$ cat src/rtl/fifo_pkg.sv
// Shared defaults and helpers for the sync_fifo_p slice.
// Optional FWFT mode is selected by SYNC_FIFO_FWFT_EN.
package fifo_pkg;

    localparam int DEF_DATA_W = 8;
    localparam int DEF_DEPTH  = 32;

    function automatic int clog2(input int n);
        int r;
        r = 0;
        for (int i = 0; i < 31; i++) begin
            if ((1 << i) < n) r = i + 1;
        end
        return r;
    endfunction

endpackage

$ cat src/rtl/sync_fifo_p_if.sv
// Write/read handshake and status bundle for sync_fifo_p.
// Same bundle in standard and SYNC_FIFO_FWFT_EN builds.
interface sync_fifo_p_if
    import fifo_pkg::*;
#(
    parameter int DATA_W = DEF_DATA_W,
    parameter int DEPTH  = DEF_DEPTH
);

    localparam int CW = clog2(DEPTH) + 1;

    logic              wr_en;
    logic [DATA_W-1:0] data_in;
    logic              rd_en;
    logic [DATA_W-1:0] data_op;
    logic              full;
    logic              empty;
    logic              almost_full;
    logic              almost_empty;
    logic [CW-1:0]     count;
    logic              overflow;
    logic              underflow;

    modport master (
        output wr_en, data_in, rd_en,
        input  data_op, full, empty, almost_full, almost_empty,
        input  count, overflow, underflow
    );

    modport slave (
        input  wr_en, data_in, rd_en,
        output data_op, full, empty, almost_full, almost_empty,
        output count, overflow, underflow
    );

endinterface

$ cat src/rtl/fifo_mem.sv
// DEPTH x DATA_W storage, synchronous write port.
// Read port is registered, or combinational with SYNC_FIFO_FWFT_EN.
module fifo_mem
    import fifo_pkg::*;
#(
    parameter int DATA_W = DEF_DATA_W,
    parameter int DEPTH  = DEF_DEPTH,
    localparam int AW    = clog2(DEPTH)
) (
    input  logic              clk,
`ifndef SYNC_FIFO_FWFT_EN
    input  logic              rst,
    input  logic              re,
`endif
    input  logic              we,
    input  logic [AW-1:0]     waddr,
    input  logic [DATA_W-1:0] wdata,
    input  logic [AW-1:0]     raddr,
    output logic [DATA_W-1:0] rdata
);

    logic [DATA_W-1:0] mem [DEPTH];

    always_ff @(posedge clk) begin
        if (we) mem[waddr] <= wdata;
    end

`ifdef SYNC_FIFO_FWFT_EN
    assign rdata = mem[raddr];
`else
    // Output register holds the last popped word between reads.
    always_ff @(posedge clk) begin
        if (!rst) begin
            rdata <= '0;
        end else if (re) begin
            rdata <= mem[raddr];
        end
    end
`endif

endmodule

$ cat src/rtl/sync_fifo_p.sv
// Synchronous FIFO with registered flags and sticky error bits.
// Define SYNC_FIFO_FWFT_EN for first-word-fall-through reads.
module sync_fifo_p
    import fifo_pkg::*;
#(
    parameter int DATA_W = DEF_DATA_W,
    parameter int DEPTH  = DEF_DEPTH,
    parameter int AF_TH  = DEPTH - 4,
    parameter int AE_TH  = 4
) (
    input logic         clk,
    input logic         rst,
    sync_fifo_p_if.slave bus
);

    localparam int AW = clog2(DEPTH);
    localparam int CW = AW + 1;

    logic [AW-1:0] wr_ptr;
    logic [AW-1:0] rd_ptr;
    logic [CW-1:0] cnt;
    logic [CW-1:0] cnt_nxt;
    logic          full_q;
    logic          empty_q;
    logic          af_q;
    logic          ae_q;
    logic          ovf_q;
    logic          unf_q;
    logic          wr_acc;
    logic          rd_acc;

    // A full FIFO still takes a write when the same cycle pops.
    assign rd_acc = bus.rd_en && !empty_q;
    assign wr_acc = bus.wr_en && (!full_q || bus.rd_en);

    always_comb begin
        cnt_nxt = cnt;
        unique case ({wr_acc, rd_acc})
            2'b10:   cnt_nxt = cnt + CW'(1);
            2'b01:   cnt_nxt = cnt - CW'(1);
            default: cnt_nxt = cnt;
        endcase
    end

    always_ff @(posedge clk) begin
        if (!rst) begin
            wr_ptr  <= '0;
            rd_ptr  <= '0;
            cnt     <= '0;
            full_q  <= 1'b0;
            empty_q <= 1'b1;
            af_q    <= 1'b0;
            ae_q    <= 1'b1;
            ovf_q   <= 1'b0;
            unf_q   <= 1'b0;
        end else begin
            if (wr_acc) wr_ptr <= wr_ptr + AW'(1);
            if (rd_acc) rd_ptr <= rd_ptr + AW'(1);
            cnt     <= cnt_nxt;
            full_q  <= (int'(cnt_nxt) == DEPTH);
            empty_q <= (cnt_nxt == '0);
            af_q    <= (int'(cnt_nxt) >= AF_TH);
            ae_q    <= (int'(cnt_nxt) <= AE_TH);
            if (bus.wr_en && full_q && !bus.rd_en) ovf_q <= 1'b1;
            if (bus.rd_en && empty_q) unf_q <= 1'b1;
        end
    end

    logic [DATA_W-1:0] rdata;

    fifo_mem #(
        .DATA_W (DATA_W),
        .DEPTH  (DEPTH)
    ) u_mem (
        .clk   (clk),
`ifndef SYNC_FIFO_FWFT_EN
        .rst   (rst),
        .re    (rd_acc && rst),
`endif
        .we    (wr_acc && rst),
        .waddr (wr_ptr),
        .wdata (bus.data_in),
        .raddr (rd_ptr),
        .rdata (rdata)
    );

    assign bus.data_op      = rdata;
    assign bus.full         = full_q;
    assign bus.empty        = empty_q;
    assign bus.almost_full  = af_q;
    assign bus.almost_empty = ae_q;
    assign bus.count        = cnt;
    assign bus.overflow     = ovf_q;
    assign bus.underflow    = unf_q;

endmodule

$ cat src/flat_wrapper.sv
// flat-port wrapper written by rule: the top's interface ports become plain ports
module sync_fifo_p_flat import fifo_pkg::*;
#(
    parameter int DATA_W = DEF_DATA_W,
    parameter int DEPTH  = DEF_DEPTH,
    parameter int AF_TH  = DEPTH - 4,
    parameter int AE_TH  = 4
)
  (clk, rst, bus_wr_en, bus_data_in, bus_rd_en, bus_data_op, bus_full, bus_empty, bus_almost_full, bus_almost_empty, bus_count, bus_overflow, bus_underflow);
  sync_fifo_p_if #(.DATA_W(DATA_W), .DEPTH(DEPTH)) bus_i ();
  input logic clk;
  input logic rst;
  input wire logic [$bits(bus_i.wr_en)-1:0] bus_wr_en;
  input wire logic [$bits(bus_i.data_in)-1:0] bus_data_in;
  input wire logic [$bits(bus_i.rd_en)-1:0] bus_rd_en;
  output wire logic [$bits(bus_i.data_op)-1:0] bus_data_op;
  output wire logic [$bits(bus_i.full)-1:0] bus_full;
  output wire logic [$bits(bus_i.empty)-1:0] bus_empty;
  output wire logic [$bits(bus_i.almost_full)-1:0] bus_almost_full;
  output wire logic [$bits(bus_i.almost_empty)-1:0] bus_almost_empty;
  output wire logic [$bits(bus_i.count)-1:0] bus_count;
  output wire logic [$bits(bus_i.overflow)-1:0] bus_overflow;
  output wire logic [$bits(bus_i.underflow)-1:0] bus_underflow;
  assign bus_i.wr_en = bus_wr_en;
  assign bus_i.data_in = bus_data_in;
  assign bus_i.rd_en = bus_rd_en;
  assign bus_data_op = bus_i.data_op;
  assign bus_full = bus_i.full;
  assign bus_empty = bus_i.empty;
  assign bus_almost_full = bus_i.almost_full;
  assign bus_almost_empty = bus_i.almost_empty;
  assign bus_count = bus_i.count;
  assign bus_overflow = bus_i.overflow;
  assign bus_underflow = bus_i.underflow;
  sync_fifo_p #(.DATA_W(DATA_W), .DEPTH(DEPTH), .AF_TH(AF_TH), .AE_TH(AE_TH)) u_core (.clk(clk), .rst(rst), .bus(bus_i));
endmodule
$ cat config.mk
export PLATFORM = sky130hd
export DESIGN_NAME = sync_fifo_p_flat
export DESIGN_NICKNAME = d
export VERILOG_FILES = /design/src/rtl/fifo_pkg.sv /design/src/rtl/sync_fifo_p_if.sv /design/src/rtl/fifo_mem.sv /design/src/rtl/sync_fifo_p.sv /design/src/flat_wrapper.sv
export SDC_FILE = /design/constraint.sdc
export NUM_CORES = 1
export LEC_CHECK = 0
export ABC_AREA = 1
export CORE_MARGIN = 1
export CORE_UTILIZATION = 40
export CTS_CLUSTER_DIAMETER = 120
export CTS_CLUSTER_SIZE = 12
export DETAILED_ROUTE_END_ITERATION = 6
export DONT_BUFFER_PORTS = 1
export GPL_TIMING_DRIVEN = 0
export MAX_ROUTING_LAYER = met4
export SYNTH_ARGS = -nofsm -noshare
export SYNTH_HDL_FRONTEND = slang
export SYNTH_SLANG_ARGS = --single-unit
$ cat constraint.sdc
create_clock -name clk -period 6.7 [get_ports clk]
set_input_delay 1.34 -clock clk [delete_from_list [all_inputs] [get_ports clk]]
set_output_delay 1.34 -clock clk [all_outputs]
set_load 0.01 [all_outputs]
==> out/summary.txt, run 1 <==
Outcome - finished, final reports clean
DRC violations left - 0
Netlist cell types - 26
Pin count of the biggest net entering global routing - 33
VDD IR max - 190 uV
Rows - 62
Pre-Repair DR Iteration Count - 5
Die area - 30400 sq um
Routed wire length - 32.5 mm
Multi-input gate area - 3140 sq um
Post-route clock period utilization - 0.490
Combinational share of power - 0.103
PwrDens - 287 nW/um^2
First DRT Iteration DRCs - 812
Int Pwr - 2850 uW
# port buffers - 0
Post-layout min period - 3.28 ns
Core box area - 28900 sq um
Leak Pwr - 0.00457 uW
Area after DPL - 12400 sq um
Max-Cap Viols - 0
Layout Nets - 1129
Sequential share of power - 0.526
Mean Syn Cell Area - 11.0 sq um
Synth area leader - edfxtp_1
Top-count cell post-synth - edfxtp_1
Worst setup startpoint - rst
Worst Path Required - 6.85 ns
Ranking of synthesized cells by area - edfxtp_1 65%, nor2_1 6.4%, nand2_1 5.9%, dfxtp_1 5.1%, nand3_1 5.0%
Post-synth EDFFs - 256
ANT cells - 0
Crit path kind - input pin to flop
WL/cell - 21.5 um
Clk_lat worst skew - 0.55 ns
Worst-path maximum fanout - 10
Setup crit start kind - input pin
Synthesized flop and latch total - 286
Vias in the first global route - 7687
GRT overflow - 0
Synth Net Count - 1095
Mapped Cells - 1075
Placement Setup Slack - 2.79 ns
Max-slew violations - 0
Die X-Extent - 174 um
CTS buffer count - 27
Mapped Area - 11900 sq um
Detail Route Antenna Nets - 0
Switching Power - 938 uW
PnR Total Power - 3780 uW
Post-synth top cells - 256 x edfxtp_1, 204 x nor2_1, 187 x nand2_1
Arr. time, crit path - 3.44 ns
Post-CTS Hold Buffers - 0
Relative slew margins - 0.101
Worst Slack Setup Final - 3.42 ns
Layout cells sized above 1 - 0.0664
Sequential share of the synthesized area - 0.698
Initial antenna violation count - 0
Max Clk Rate - 305 MHz
Critical path endpoint category - flop
DR vias - 8145
RSZ-0062 raised after global routing - no
Register Area - 8290 sq um
Top FF cell, synth - edfxtp_1
Placer Congestion - 0.940
CTS clk-pin slew, worst paths - 0.06 ns
Final Hold Violating Endpoints - 0
Clock root cell - clkbuf_16
Maximum buffer depth of the clock tree - 3
Via/cell ratio - 5.38
Clock tree sinks - 286
Fillcell total - 2618
I/O pin count - 32
Worst hold path type - flop to flop
Synth top area share - 0.647
First-pass GRT wire length - 48.1 mm
Final clock skew - 0.0213 ns
Switching Share - 0.248
HPWL after detailed placement - 21.7 mm
Max H-tree Level - 1
FFs w/ async S/R, synth - 0
Worst-Margin Slew - 1.34 ns
Clock share of power - 0.371
Synthesis-to-finish area growth - 11.1%
Tot GR Track Use - 0.221
Post-CTS Setup Bufs - 0
Final setup viols - 0
Post-Layout Inst Area - 13200 sq um
Worst hold start - u_core.u_mem.rdata[7]$_SDFFE_PN0P_
Reg2reg start - u_core.bus.full$_SDFF_PN0_
Synth warn - 0
CTS tree - done
Initial Util - 0.410
Setup TNS - 0 ns
Post-CTS sizing - 0
Final Util - 0.456
Die Y - 174 um
[cells in the final DEF (no fill, tap or decap)]
master,instances
clkbuf_1,45
or2_1,1
clkbuf_8,1
buf_1,3
o211ai_1,9
ha_1,8
xnor2_1,3
inv_2,3
nor4_2,5
nor2_2,1
buf_4,15
nand3_1,119
or2_2,1
nor2_1,204
inv_6,1
inv_1,29
a31oi_1,1
clkinv_1,2
o21ai_0,106
nand4_1,5
nor3_1,9
buf_2,10
clkbuf_16,27
dfxtp_1,30
nand2_1,187
a21oi_1,36
buf_6,11
edfxtp_1,256
o21ai_1,1
[state kept, by name, summed over array words and instances, names as in the netlist]
name,flops
u_core.bus.full,1
u_core.bus.almost_full,1
u_core.wr_ptr,5
u_core.u_mem.mem,256
u_core.bus.almost_empty,1
u_core.bus.count,6
u_core.bus.overflow,1
u_core.bus.empty,1
u_core.bus.underflow,1
u_core.rd_ptr,5
u_core.u_mem.rdata,8
[cell type report]
type | instances | area share
buffer | 59 | 0.0270
multi-input combinational | 696 | 0.238
tap | 384 | 0.0364
inverter | 34 | 0.00967
timing repair buffer | 5 | 0.00265
clock inverter | 1 | 0.000664
sequential | 286 | 0.628
clock buffer | 48 | 0.0579
[metal layers]
| metal | wire length (um) | vias up | track usage |
|---|---|---|---|
| li1 | - | 3826 | - |
| met1 | 14100 | 3946 | 0.305 |
| met2 | 14700 | 315 | 0.332 |
| met3 | 2820 | 58 | 0.0405 |
| met4 | 869 | 0 | 0.0632 |
| met5 | 0 | - | - |
[cells by family after synthesis]
group                      after synthesis  synth area share
adders and majority gates                8           0.00843
AOI/OAI and AO/OA                      153            0.0665
and+or+nand+nor                        532             0.184
xor gates and xnor gates                 3           0.00221
buffers and inverters                   93            0.0408
DFF                                    286             0.698
[stage by stage]
step | cells | hold WS, ns
floorplan | 1075 | 0.490
global placement | 1459 | 0.505
detailed placement | 1463 | 0.507
CTS | 1512 | 0.516
global route | 1513 | 0.536
finish | 1513 | 0.512
[worst max-delay path: stages]
cell,delay (ns)
clkbuf_1,0.41
inv_1,0.22
clkbuf_1,0.41
nor3_1,1.05
[power by group through the flow]
stage / combinational, uW / sequential, uW / clock [uW]
2_1_floorplan: 258 / 2020 / 0
3_3_place_gp: 380 / 2030 / 0
3_5_place_dp: 385 / 2030 / 0
4_1_cts: 386 / 1990 / 1410
5_1_grt: 431 / 1990 / 1480
6_report: 391 / 1990 / 1400
[worst paths after layout]
kind / end / slack (ns) / depth (start not counted)
setup reg to reg: u_core.u_mem.mem[0][3]$_DFFE_PP_ / 4.02 / 5
setup / recovery: u_core.u_mem.mem[31][3]$_DFFE_PP_ / 3.42 / 4
hold / removal: u_core.u_mem.rdata[7]$_SDFFE_PN0P_ / 0.51 / 2
hold reg to reg: u_core.u_mem.rdata[7]$_SDFFE_PN0P_ / 0.51 / 2
No activity file was read; power rests on OpenSTA's default activity.
==> run 2, diff against run 1 <==
clock period = 2.9 ns   (was 6.7 ns; I/O delays follow)
==> results of run 2 <==
The final DEF is identical to that of run 1. Status: finished, final reports clean.
Among the figures that moved: setup slack after placement 2.79 ns -> -0.250 ns; clock-pin slew on the worst setup and hold paths 0.06 ns -> 0.07 ns; setup slack after layout 3.42 ns -> 0.221 ns; hold slack 0.512 ns -> 0.132 ns; start point of the critical path rst -> u_core.bus.full$_SDFF_PN0_; end point of the critical path u_core.u_mem.mem[31][3]$_DFFE_PP_ -> u_core.u_mem.mem[0][3]$_DFFE_PP_; register-to-register setup slack 4.02 ns -> 0.22 ns; end point of the worst hold path u_core.u_mem.rdata[7]$_SDFFE_PN0P_ -> u_core.u_mem.mem[15][7]$_DFFE_PP_; total power 3780 uW -> 8740 uW; worst IR drop on VDD 190 uV -> 440 uV
